**src/rtl/mem_port_arbiter.sv**
```systemverilog
// -----------------------------------------------------------------------------
// mem_port_arbiter
//
// Shares one single-port synchronous RAM between the core's instruction-fetch
// port (i_*) and data-access port (d_*). Each cycle at most one requester is
// granted. The winner drives the RAM address, write enable and write data. Read
// data is steered back to the winner one cycle later. A small response FSM
// remembers which port owns the read data currently coming out of the RAM.
//
// Parameters:
//   WIDTH       data word width in bits
//   ADDRBITS    byte-address width (RAM is word addressed: ADDRBITS-2 bits)
//   STARVE_MAX  consecutive lost cycles before the fetch port is forced to win
//               (only meaningful with ARB_STARVE_GUARD_EN)
//
// Optional feature (compile-time macro):
//   ARB_STARVE_GUARD_EN  when defined, a saturating starvation counter lets the
//                        fetch port win over the data port for one cycle after
//                        STARVE_MAX consecutive lost cycles. When undefined,
//                        the data port has strict priority.
//
// Ports:
//   clk        in   system clock, all state on rising edge
//   reset      in   asynchronous active-low reset
//   i_req      in   fetch request, held with i_addr until i_gnt
//   i_addr     in   fetch byte address
//   i_gnt      out  fetch accepted this cycle (combinational)
//   i_rdata    out  fetch read data
//   i_rvalid   out  i_rdata valid, one cycle after i_gnt
//   d_req      in   data request, held with d_we/d_addr/d_wdata until d_gnt
//   d_we       in   1 = store, 0 = load
//   d_addr     in   data byte address
//   d_wdata    in   store data
//   d_gnt      out  data request accepted this cycle (combinational)
//   d_rdata    out  load data
//   d_rvalid   out  d_rdata valid, one cycle after a load grant
//   mem_en     out  RAM access this cycle
//   mem_we     out  RAM write this cycle
//   mem_addr   out  RAM word address (byte address >> 2)
//   mem_wdata  out  RAM write data
//   mem_rdata  in   RAM read data, valid the cycle after a read
//   busy       out  a read response is being returned this cycle
// -----------------------------------------------------------------------------
module mem_port_arbiter #(
  parameter int WIDTH      = 32,
  parameter int ADDRBITS   = 32,
  parameter int STARVE_MAX = 4
) (
  input  logic                  clk,
  input  logic                  reset,
  input  logic                  i_req,
  input  logic [ADDRBITS-1:0]   i_addr,
  output logic                  i_gnt,
  output logic [WIDTH-1:0]      i_rdata,
  output logic                  i_rvalid,
  input  logic                  d_req,
  input  logic                  d_we,
  input  logic [ADDRBITS-1:0]   d_addr,
  input  logic [WIDTH-1:0]      d_wdata,
  output logic                  d_gnt,
  output logic [WIDTH-1:0]      d_rdata,
  output logic                  d_rvalid,
  output logic                  mem_en,
  output logic                  mem_we,
  output logic [ADDRBITS-3:0]   mem_addr,
  output logic [WIDTH-1:0]      mem_wdata,
  input  logic [WIDTH-1:0]      mem_rdata,
  output logic                  busy
);

  // Which port owns the RAM read data arriving this cycle.
  typedef enum logic [1:0] {
    R_IDLE = 2'd0,
    R_I    = 2'd1,
    R_D    = 2'd2
  } resp_state_e;

  resp_state_e          resp_state_q, resp_state_d;
  logic [WIDTH-1:0]     i_rdata_q, i_rdata_d;
  logic [WIDTH-1:0]     d_rdata_q, d_rdata_d;
  logic                 fetch_wins;

  // ---------------------------------------------------------------------------
  // Starvation guard
  // ---------------------------------------------------------------------------
`ifdef ARB_STARVE_GUARD_EN
  localparam int CW = $clog2(STARVE_MAX + 1);
  localparam logic [CW-1:0] STARVE_LIMIT = CW'(STARVE_MAX);

  logic [CW-1:0] starve_cnt_q, starve_cnt_d;

  // Once the fetch port has lost STARVE_MAX cycles in a row it takes the RAM
  // for exactly one cycle; the grant clears the counter again.
  assign fetch_wins = i_req && (starve_cnt_q == STARVE_LIMIT);

  always_comb begin
    starve_cnt_d = starve_cnt_q;
    if (!i_req || i_gnt) begin
      starve_cnt_d = '0;
    end else if (starve_cnt_q != STARVE_LIMIT) begin
      starve_cnt_d = starve_cnt_q + CW'(1);
    end
  end

  always_ff @(posedge clk or negedge reset) begin
    if (!reset) begin
      starve_cnt_q <= '0;
    end else begin
      starve_cnt_q <= starve_cnt_d;
    end
  end
`else
  assign fetch_wins = 1'b0;

  // STARVE_MAX only sizes the guard counter; keep it referenced.
  logic unused_starve_max;
  assign unused_starve_max = (STARVE_MAX != 0);
`endif

  // ---------------------------------------------------------------------------
  // Arbitration: at most one grant per cycle, data port first unless the
  // starvation guard fires. Grants are forced low while reset is asserted so
  // nothing reaches the RAM during reset.
  // ---------------------------------------------------------------------------
  always_comb begin
    i_gnt = 1'b0;
    d_gnt = 1'b0;
    if (reset) begin
      if (fetch_wins) begin
        i_gnt = 1'b1;
      end else if (d_req) begin
        d_gnt = 1'b1;
      end else if (i_req) begin
        i_gnt = 1'b1;
      end
    end
  end

  // ---------------------------------------------------------------------------
  // RAM address / data muxing. The two low byte-address bits are dropped
  // without any alignment check.
  // ---------------------------------------------------------------------------
  always_comb begin
    mem_en    = i_gnt | d_gnt;
    mem_we    = d_gnt & d_we;
    mem_addr  = '0;
    mem_wdata = '0;
    if (d_gnt) begin
      mem_addr  = d_addr[ADDRBITS-1:2];
      mem_wdata = d_wdata;
    end else if (i_gnt) begin
      mem_addr  = i_addr[ADDRBITS-1:2];
    end
  end

  logic unused_addr_lsbs;
  assign unused_addr_lsbs = ^{i_addr[1:0], d_addr[1:0]};

  // ---------------------------------------------------------------------------
  // Response FSM. Updated every cycle so back-to-back grants yield
  // back-to-back responses. Stores never produce a response.
  // ---------------------------------------------------------------------------
  always_comb begin
    resp_state_d = R_IDLE;
    if (i_gnt) begin
      resp_state_d = R_I;
    end else if (d_gnt && !d_we) begin
      resp_state_d = R_D;
    end
  end

  // Capture registers keep the last delivered word visible on rdata while
  // rvalid is low; during the response cycle the RAM output passes straight
  // through so there is no extra cycle of latency.
  always_comb begin
    i_rdata_d = i_rdata_q;
    d_rdata_d = d_rdata_q;
    if (resp_state_q == R_I) begin
      i_rdata_d = mem_rdata;
    end
    if (resp_state_q == R_D) begin
      d_rdata_d = mem_rdata;
    end
  end

  always_ff @(posedge clk or negedge reset) begin
    if (!reset) begin
      resp_state_q <= R_IDLE;
      i_rdata_q    <= '0;
      d_rdata_q    <= '0;
    end else begin
      resp_state_q <= resp_state_d;
      i_rdata_q    <= i_rdata_d;
      d_rdata_q    <= d_rdata_d;
    end
  end

  assign i_rvalid = (resp_state_q == R_I);
  assign d_rvalid = (resp_state_q == R_D);
  assign i_rdata  = i_rvalid ? mem_rdata : i_rdata_q;
  assign d_rdata  = d_rvalid ? mem_rdata : d_rdata_q;
  assign busy     = (resp_state_q != R_IDLE);

endmodule
```
**config.mk**
```make
export PLATFORM = sky130hd
export DESIGN_NAME = mem_port_arbiter
export DESIGN_NICKNAME = d
export VERILOG_FILES = /design/src/rtl/mem_port_arbiter.sv
export SDC_FILE = /design/constraint.sdc
export NUM_CORES = 1
export LEC_CHECK = 0
export ABC_AREA = 1
export BUFFER_PORTS_ARGS = -buffer_cell sky130_fd_sc_hd__buf_2
export CORE_AREA = 2 2 103 105
export CTS_CLUSTER_DIAMETER = 60
export DETAILED_ROUTE_END_ITERATION = 10
export DIE_AREA = 0 0 105 107
export GPL_ROUTABILITY_DRIVEN = 0
export PLACE_DENSITY_LB_ADDON = 0.12
export SYNTH_ARGS = -nofsm -noshare
export SYNTH_HDL_FRONTEND = slang
export SYNTH_SLANG_ARGS = --single-unit
```
**constraint.sdc**
```tcl
create_clock -name clk -period 1.9 [get_ports clk]
set_clock_uncertainty 0.05 [all_clocks]
set_input_delay 0.57 -clock clk [delete_from_list [all_inputs] [get_ports clk]]
set_output_delay 0.57 -clock clk [all_outputs]
set_load 0.05 [all_outputs]
```
### Yosys cells after proc, flatten, opt, wreduce, memory -nomap -nowiden

Cells that the tools add are included.

| word-level totals | value |
|---|---|
| memory bits (writable) | 0 |
| logic and storage cells | 22 |
| register bits after elaboration | 66 |
| bits in read-only memories | 0 |
| memories | 0 |
| bits in latches | 0 |

| operators by class | value |
|---|---|
| muxes and demuxes | 12 |
| multipliers | 0 |
| bitwise logic cells | 2 |
| eq/ne operators | 2 |
| div/mod/pow operators | 0 |
| reductions and logical operators | 3 |
| shifts and indexed selects | 0 |
| $add $sub $neg | 0 |
| order comparisons | 0 |

Operators by type and width:

| operator | number |
|---|---|
| $mux W32 | 3 |
| $mux W30 | 2 |
| $mux W1 | 5 |
| $mux W2 | 2 |
| $eq A2 B1 Y1 const B | 1 |
| $eq A2 B2 Y1 const B | 1 |
| $reduce_bool A2 Y1 | 1 |
| $and A1 B1 Y1 | 1 |
| $logic_and A1 B1 Y1 | 1 |
| $logic_not A1 Y1 | 1 |
| $or A1 B1 Y1 | 1 |

### Logic depth before layout (Yosys ltp)

Gate-level depths: netlist of run 1.

| logic depth | value |
|---|---|
| word-level depth | 5 |
| mapped depth | 6 |
| gate-level depth less buffers | 4 |

### Worst setup path before layout of run 1

No wires, ideal clock.

| timing path | value |
|---|---|
| path type | input to output |
| start point | input port reset |
| end point | output port mem_addr[20] |
| stages on the path | 6 |
| path buffers | 2 |
| required time | 1.280 ns |
| data arrival time | 1.625 ns |
| setup slack | -0.345 ns |
| path through | buf_2 -> nand2_2 -> inv_2 -> buf_2 -> nand2_1 -> nand2_1 |

| between the ends | value |
|---|---|
| elaborated cells on any way between the ends | 4 |
| classes of those cells | mux: 4 |

RTL lines:

| element | line | source |
|---|---|---|
| start: declaration | 50 | `input logic reset,` |
| $mux W1 | 128 | `if (reset) begin` |
| named net d_gnt | 60 | `output logic d_gnt,` |
| $mux W30 | 148 | `if (d_gnt) begin` |
| end: declaration | 65 | `output logic [ADDRBITS-3:0] mem_addr,` |

The timed path passes the listed nets, and every way through them passes these cells.

### Final worst setup path of run 1

| timing path | value |
|---|---|
| start point | register resp_state_q[1] |
| end point | output port i_rdata[22] |

| between the ends | value |
|---|---|
| cells in the longest elaborated chain, start to end | 2 |

RTL lines:

| element | line | source |
|---|---|---|
| start: declaration | 78 | `resp_state_e resp_state_q, resp_state_d;` |
| start signal: assignment | 192 | `resp_state_q <= resp_state_d;` |
| $eq A2 B1 Y1 | 198 | `assign i_rvalid = (resp_state_q == R_I);` |
| $mux W32 | -- |  |
| end: declaration | 54 | `output logic [WIDTH-1:0] i_rdata,` |

No other way between the ends.

==> metrics, run 1 <==
outcome=finished, violations left; failing checks=negative setup slack; critical path cell sequence=nor2_4, buf_12, nand2_1, nand2_2, buf_8; via density per instance=about 4.8; Setup violations, final=between 100 and 150; I/O Pins=roughly 270; Peak VDD IR=about 430 µV; first-pass GRT wire length=23.0 mm; Hold Crit Depth=2; syn nets=~590; CP required=about 1.3 ns; Die Y=107 µm; GRT Util Overall=0.264; DRT Wirelength=between 15 and 20 mm; maxcap violations=0; Worst R2R Setup Slack=0.64 ns; worst hold margin=0.353 ns; synthesized area=0.00326 mm²; period utilization=1.13; TritonCTS clock tree=done; Core Footprint=~0.010 mm²; H-tree depth=3; via count=between 4000 and 5000; Root Driver=clkbuf_8; reg-to-reg critical path startpoint=resp_state_q[1]$_DFF_PN0_; worst min path class=in2reg; final count of hold timing violations=0; CP startpoint kind=flop; port bufs=roughly 260; layout cells sized above 1=0.680; R2R Path End=i_rdata_q[9]$_DFF_PN0_; row cnt=37; setup tns final=-18.25 ns; placed insts=about 850; sink of the worst hold path=resp_state_q[1]$_DFF_PN0_; Yosys reg bits=66; min Tclk post-route=about 2.2 ns; FF+latch area=about 0.0017 mm²; critical path capture point type=output port; total grt overflow=0; worst r2r path cells=6; slowest CP cell=dfrtp_2; Area growth syn-to-layout=148%; Crit Path Category=reg2out; Slew Viols, Final=0; Syn Inst Count=456; DRC viols=0; hpwl dp=9.16 mm; commonest non-fill, non-tap cell in the layout=buf_2; origin of the worst min-delay path=d_we; wire length per cell=about 18 µm; fill count=around 630; RSZ-0062 raised after global routing=true; later-pin clock latency in the skew report=around 0.33 ns; multi-input logic area=0.00236 mm²; die area=around 0.011 mm²; Worst-Margin Slew=0.495 ns; pwr dens=799 mW/mm²; DR iter-0 viols=about 210; critical path buffer and inverter count=2; Ys Warns=0; leakage power=0.00426 µW; hold_buf cts=0; most frequent cells in the layout=127 x buf_2, 115 x nand2_1, 103 x buf_8, 80 x nand2_4, 65 x dfrtp_1; syn avg cell area=about 7 µm²; CP peak stage delay=~0.45 ns; overall die width=~110 µm; clk sink count=66; Fmax=between 400 and 500 MHz; Arr. time, crit path=about 1.5 ns; Largest delay share family, worst path=flip-flops; nets@finish=a little under 900; vias in the first global route=about 4400; largest net degree at the start of global routing=41; total CTS buffers=9; diode count=0; ANT nets after route=0; Worst Slack Setup Final=-0.255 ns; DR pass1 iterations=4; fin cells=between 800 and 900; Initial Util=0.323; relative slew slack=0.670; final core occ=0.801; Netlist cell types=11; CP Max Fanout=19; Pwr Total=6450 µW; Worst-path clk slew=about 0.070 ns; initial antenna violation count=0; share of the yosys chip area belonging to registers=0.507; clk buf depth=2
-- repair_timing --
| action | 4_1_cts | 5_1_grt |
|---|---|---|
| buffers inserted | 10 | 10 |
| endpoints found under the setup margin | 132 | 130 |
| hold endpoints to repair | 0 | 0 |
| gates cloned | 10 | 8 |
| gates resized for setup | 452 | 141 |
| pin swaps | 17 | 32 |
-- synthesized netlist by cell type --
master / number / area (µm²)
clkbuf_1: 8 / 30.0
buf_2: 9 / 45.0
nor2_1: 35 / 131
inv_2: 1 / 3.75
nand4_1: 30 / 188
inv_1: 36 / 135
dfrtp_1: 66 / 1650
nor2_4: 2 / 22.5
nand2_2: 1 / 6.26
buf_4: 11 / 82.6
nand2_1: 257 / 965
-- cell type report --
cell class	count	area share
Tap cell	136	0.0211
Sequential cell	66	0.205
Inverter	37	0.0197
Timing Repair Buffer	320	0.438
Clock buffer	9	0.0153
Multi-Input combinational cell	325	0.293
Clock inverter	6	0.00836
-- power breakdown --
| part | internal [µW] | switching [µW] |
|---|---|---|
| Sequential | 1660 | 73.3 |
| Combinational | 1410 | 2150 |
| Clock | 603 | 566 |
-- worst reg2reg max path, cell delays in order (launching register included) --
cell and delay (ns):
dfrtp_2 0.45, inv_4 0.11, nand2_8 0.10, clkbuf_16 0.17
nand2_1 0.10, nand2_4 0.06, buf_4 0.13
-- worst max path at each step --
stage,slack (ns),from,end,cells past startpoint
final,-0.25,resp_state_q[1]$_DFF_PN0_,i_rdata[22],5
after global routing,-0.34,resp_state_q[0]$_DFF_PN0_,i_rdata[22],6
after CTS,-0.26,resp_state_q[0]$_DFF_PN0_,i_rdata[5],6
after detailed placement,-0.21,d_req,mem_addr[24],6
after global placement,-0.20,d_req,mem_addr[17],7
after floorplan,-0.18,reset,mem_wdata[28],3
-- state kept, by name (all words and copies together) (netlist names) --
signal / cells
resp_state_q: 2
d_rdata_q: 32
i_rdata_q: 32
-- stage by stage --
step | setup WS, ns | area, µm²
after CTS | -0.255 | 7310
final | -0.255 | 8080
after detailed placement | -0.209 | 5290
after global placement | -0.197 | 5290
after global routing | -0.344 | 8080
after floorplan | -0.176 | 3600
-- logic make-up (layout without fill, tap and decap cells) --
group	after synthesis	count (layout)	share of synthesized area
buffers and inverters	65	372	0.0909
flip-flops	66	66	0.507
AND/OR/NAND/NOR	325	325	0.403
-- metal layers --
metal / part of all wire / GRT usage
met1: 0.34 / 0.286
met2: 0.55 / 0.487
met3: 0.057 / 0.0657
met4: 0.046 / 0.116
met5: 0 / 0
No activity file was read; power rests on OpenSTA's default activity.
==> run 2, diff against run 1 <==
- BUFFER_PORTS_ARGS: -buffer_cell sky130_fd_sc_hd__buf_2 -> -buffer_cell sky130_fd_sc_hd__buf_4
==> run 2 against run 1 <==
  * The run still ends with negative setup slack left
  * Total power grew 4.1%
  * Sequential share of layout area shrank 0.85 points
  * Sequential power about the same
  * Largest power group unchanged
==> metrics, run 2 (synthesized netlist as in run 1, its figures left out) <==
row cnt=37 (unchanged); DR pass1 iterations=7 (+3); Arr. time, crit path=1.61 ns (+0.08 ns); GRT Util Overall=0.262 (-0.00179); Setup violations, final=108 (-12%); CP peak stage delay=0.40 ns (-0.05 ns); first-pass GRT wire length=22.8 mm (-1.1%); Largest delay share family, worst path=buffers and inverters; Top Usage Layer GRT=met2; Post-Place Cell Area=0.00584 mm² (+10%); initial antenna violation count=0 (unchanged); met2 Use GR=0.493 (+0.00649); leakage power=0.00447 µW (+4.8%); Worst-path clk slew=0.07 ns (about the same); hold_buf cts=0 (unchanged); Worst Slack Setup Final=-0.332 ns (-0.0772 ns); final count of hold timing violations=0 (unchanged); clk sink count=66 (unchanged); Root Driver=clkbuf_8; total grt overflow=0 (unchanged); relative slew slack=0.536 (-0.134); GR Util met1=0.278 (-0.00721); diode count=0 (unchanged); CP required=1.28 ns (about the same); critical path buffer and inverter count=4 (+2); CP Max Fanout=10 (-9); Slew Viols, Final=0 (unchanged); most frequent cells in the layout=177 x buf_4, 95 x buf_8, 92 x nand2_1, 82 x nand2_2, 81 x nand2_4; wire length per cell=19.5 µm (+5.6%); met3 Use GR=0.0626 (-0.00304); total CTS buffers=9 (unchanged); worst min path class=in2async; DRT Wirelength=17.9 mm (+8.2%); Fmax=448 MHz (-3.5%); critical path cell sequence=buf_4, nor2_4, buf_6, buf_12, nand2_1, nand2_2, buf_8; later-pin clock latency in the skew report=0.33 ns (about the same); setup tns final=-18.82 ns (-0.568 ns); commonest non-fill, non-tap cell in the layout=buf_4; DR iter-0 viols=187 (-11%); period utilization=1.17 (+0.0406); TritonCTS clock tree=done; layout cells sized above 1=0.715 (+0.0344); Peak VDD IR=417 µV (-3.9%); pwr dens=797 mW/mm² (-0.20%); slowest CP cell=dfrtp_1; via count=4503 (+4.7%); Worst-Margin Slew=0.695 ns (+0.201 ns); Final Cell Area=0.00843 mm² (+4.4%); overall die width=105 µm (unchanged); outcome=finished, violations left; via density per instance=4.89 (+2.2%); Crit Path Category=reg2out; clk buf depth=2 (unchanged); Die Y=107 µm (unchanged); DRC viols=0 (unchanged); Area growth syn-to-layout=159%; Initial Util=0.323 (unchanged); H-tree depth=3 (unchanged); placed insts=841 (-0.83%); CP startpoint kind=flop; vias in the first global route=4424 (-0.20%); min Tclk post-route=2.23 ns (+0.0772 ns); die area=0.0112 mm² (unchanged); RSZ-0062 raised after global routing=true; nets@finish=913 (+2.4%); Core Footprint=0.0101 mm² (unchanged); ANT nets after route=0 (unchanged); Regs by FF count=d_rdata_q x32, i_rdata_q x32, resp_state_q x2; port bufs=261 (unchanged); largest net degree at the start of global routing=55 (+34%); failing checks=negative setup slack; maxcap violations=0 (unchanged); I/O Pins=266 (unchanged); fin cells=921 (+2.4%); hpwl dp=9.61 mm (+4.9%); critical path capture point type=output port
run 2: cell types whose count changed in the layout (fill, tap and decap cells not counted), moves of 3 or more:
cell      delta
buf_2      -127
buf_4      +156
buf_8        -8
clkbuf_1     +3
nand2_1     -23
nand2_2     +22
nor2_2      +29
nor2_4      -29
run 2: final timing paths:
check                                          startpoint                   endpoint  slack, ns  cells past startpoint
worst max register to register  resp_state_q[0]$_DFF_PN0_    i_rdata_q[15]$_DFF_PN0_       0.04                     12
worst min-delay path                                reset  resp_state_q[0]$_DFF_PN0_       0.11                      2
worst min register to register     i_rdata_q[2]$_DFF_PN0_     i_rdata_q[2]$_DFF_PN0_       0.45                      2
worst max-delay path            resp_state_q[0]$_DFF_PN0_                d_rdata[29]      -0.33                      7
max in group asynchronous                           reset     d_rdata_q[9]$_DFF_PN0_       0.98                      2
min in group clk                                     d_we  resp_state_q[1]$_DFF_PN0_       0.35                      2
run 2: layer usage:
metal,vias up,share of wire
met1,2154,0.33
met2,258,0.57
met3,56,0.067
met4,0,0.038
li1,2035,-
met5,-,0
run 2: where the power goes:
group | internal [µW] | total [µW] | switching, µW
Clock | 678 | 1190 | 513
Sequential | 1660 | 1760 | 98.4
Combinational | 1580 | 3770 | 2190
Total | 3920 | 6720 | 2800
run 2: cell type report:
cell class / count / area [µm²]
flip-flops and latches: 66 / 1650
inverters: 37 / 161
multi-input cells: 325 / 2280
clock buffers: 14 / 163
fillers: 547 / 1660
well taps: 136 / 170
clock inverters: 2 / 35.0
repair buffers: 341 / 3970
run 2: metrics by stage:
| step | hold slack [ns] | worst slack [ns] | utilization | power (µW) |
|---|---|---|---|---|
| 3_5_place_dp | 0.413 | -0.176 | 0.578 | 4360 |
| 4_1_cts | 0.0920 | -0.281 | 0.742 | 6270 |
| 5_1_grt | 0.0888 | -0.406 | 0.836 | 6960 |
| 2_1_floorplan | 0.224 | -0.176 | - | 3430 |
| 6_report | 0.114 | -0.332 | 0.836 | 6720 |
| 3_3_place_gp | 0.408 | -0.128 | 0.578 | 4330 |
run 2: repair_timing:
action,4_1_cts,5_1_grt
cloned,10,11
pin swaps,28,32
resized for setup,292,149
endpoints found under the hold margin,0,0
setup buffers,23,27
endpoints found under the setup margin,131,103
==> run 3, diff against run 2 <==
--- a/config.mk
+++ b/config.mk
@@ -8,8 +8,8 @@
 export ABC_AREA = 1
 export BUFFER_PORTS_ARGS = -buffer_cell sky130_fd_sc_hd__buf_4
-export CORE_AREA = 2 2 103 105
+export CORE_AREA = 10 10 89 122
 export CTS_CLUSTER_DIAMETER = 60
 export DETAILED_ROUTE_END_ITERATION = 10
-export DIE_AREA = 0 0 105 107
+export DIE_AREA = 0 0 99 132
 export GPL_ROUTABILITY_DRIVEN = 0
 export PLACE_DENSITY_LB_ADDON = 0.12
--- a/constraint.sdc
+++ b/constraint.sdc
@@ -3,3 +3,3 @@
 set_input_delay 0.57 -clock clk [delete_from_list [all_inputs] [get_ports clk]]
 set_output_delay 0.57 -clock clk [all_outputs]
-set_load 0.05 [all_outputs]
+set_load 0.1 [all_outputs]
==> run 3 against run 2 <==
  * The flow now stops in 4_1_cts
  * Area after synthesis stayed put
  * Synthesized cell count is the same
==> metrics, run 3 <==
outcome=did not finish; failing step=4_1_cts; stop err=[ERROR DPL-0038] Utilization greater than 100%, impossible to legalize; Post-Place Cell Area=0.00681 mm² (+17%); clk buf depth=2 (unchanged); Netlist cell types=11 (unchanged); Setup Fix Bufs, Post-CTS=10 (-57%); placed insts=830 (-1.3%); Root Driver=clkbuf_16; top-count cell post-synth=nand2_1; share of the yosys chip area belonging to registers=0.507 (unchanged); I/O Pins=266 (unchanged); hpwl dp=13.2 mm (+38%); row cnt=40 (+8.1%); share of the synthesized area in the top cell type=0.507 (unchanged); cell accounting for the most synthesized area=dfrtp_1; Initial Util=0.381 (+0.0579); Resize count post-CTS=427 (+46%); syn avg cell area=7.15 µm² (unchanged); total CTS buffers=9 (unchanged); Ys Warns=0 (unchanged); hold_buf cts=0 (unchanged); Yosys reg bits=66 (unchanged); synthesized area=0.00326 mm² (unchanged); Post-synth ARST share=1.00 (unchanged); largest cells by area after synthesis=dfrtp_1 51%, nand2_1 30%, nand4_1 5.8%; Die Y=132 µm (+23%); port bufs=261 (unchanged); Syn Inst Count=456 (unchanged); commonest cells in the netlist=257 x nand2_1, 66 x dfrtp_1, 36 x inv_1, 35 x nor2_1, 30 x nand4_1; ys flop type=dfrtp_1; H-tree depth=3 (unchanged); overall die width=99 µm (-5.7%); pre-CTS WS=-0.382 ns (-0.205 ns); syn nets=589 (unchanged); number of synthesized flops with an enable pin=0 (unchanged); clk sink count=66 (unchanged)
[run 3: cell counts after synthesis]
Identical to the previous run, type by type.
[run 3: logic make-up after synthesis]
logic type | count (synthesis) | share of synthesized area
flops | 66 | 0.507
buf+inv | 65 | 0.0909
simple gates | 325 | 0.403
[run 3: metrics by stage]
step | hold slack, ns | setup TNS, ns
global placement | 0.409 | -14.84
detailed placement | 0.412 | -16.60
floorplan | 0.224 | -6.52
==> run 4, diff against run 3 <==
- CORE_AREA: 10 10 89 122 -> 10 10 103 105
- CTS_CLUSTER_DIAMETER: 60 -> unset
- DIE_AREA: 0 0 99 132 -> 0 0 113 115
- PLACE_DENSITY_LB_ADDON: 0.12 -> 0.15
==> run 4 against run 3 <==
  * The run again fails in 4_1_cts
  * Synthesized cell count did not move
  * Area after synthesis unchanged
==> metrics, run 4 <==
Initial Util=0.381 (about the same); stop err=[ERROR DPL-0038] Utilization greater than 100%, impossible to legalize; ys flop type=dfrtp_1; commonest cells in the netlist=257 x nand2_1, 66 x dfrtp_1, 36 x inv_1, 35 x nor2_1, 30 x nand4_1; syn nets=589 (unchanged); Syn Inst Count=456 (unchanged); hpwl dp=13.0 mm (-2.1%); largest cells by area after synthesis=dfrtp_1 51%, nand2_1 30%, nand4_1 5.8%; I/O Pins=266 (unchanged); total CTS buffers=9 (unchanged); pre-CTS WS=-0.384 ns (-0.00226 ns); Die Y=115 µm (-13%); Ys Warns=0 (unchanged); overall die width=113 µm (+14%); Root Driver=clkbuf_8; syn avg cell area=7.15 µm² (unchanged); Resize count post-CTS=418 (-2.1%); H-tree depth=3 (unchanged); Post-synth ARST share=1.00 (unchanged); number of synthesized flops with an enable pin=0 (unchanged); top-count cell post-synth=nand2_1; Setup Fix Bufs, Post-CTS=14 (+4); Yosys reg bits=66 (unchanged); clk buf depth=2 (unchanged); Post-Place Cell Area=0.00687 mm² (+0.86%); synthesized area=0.00326 mm² (unchanged); outcome=did not finish; port bufs=261 (unchanged); share of the yosys chip area belonging to registers=0.507 (unchanged); Netlist cell types=11 (unchanged); failing step=4_1_cts; clk sink count=66 (unchanged); placed insts=827 (-0.36%); hold_buf cts=0 (unchanged); share of the synthesized area in the top cell type=0.507 (unchanged); cell accounting for the most synthesized area=dfrtp_1; row cnt=34 (-15%)
-- run 4: cell counts after synthesis --
No cell type changed its count.
-- run 4: kinds of logic after synthesis --
kind of cell,Yosys count,share of synthesized area
DFF,66,0.507
and+or+nand+nor,325,0.403
buffers and inverters,65,0.0909
-- run 4: metrics by stage --
step           hold WS (ns)  setup TNS [ns]
2_1_floorplan         0.224           -6.52
3_3_place_gp          0.408          -16.67
3_5_place_dp          0.415          -18.72
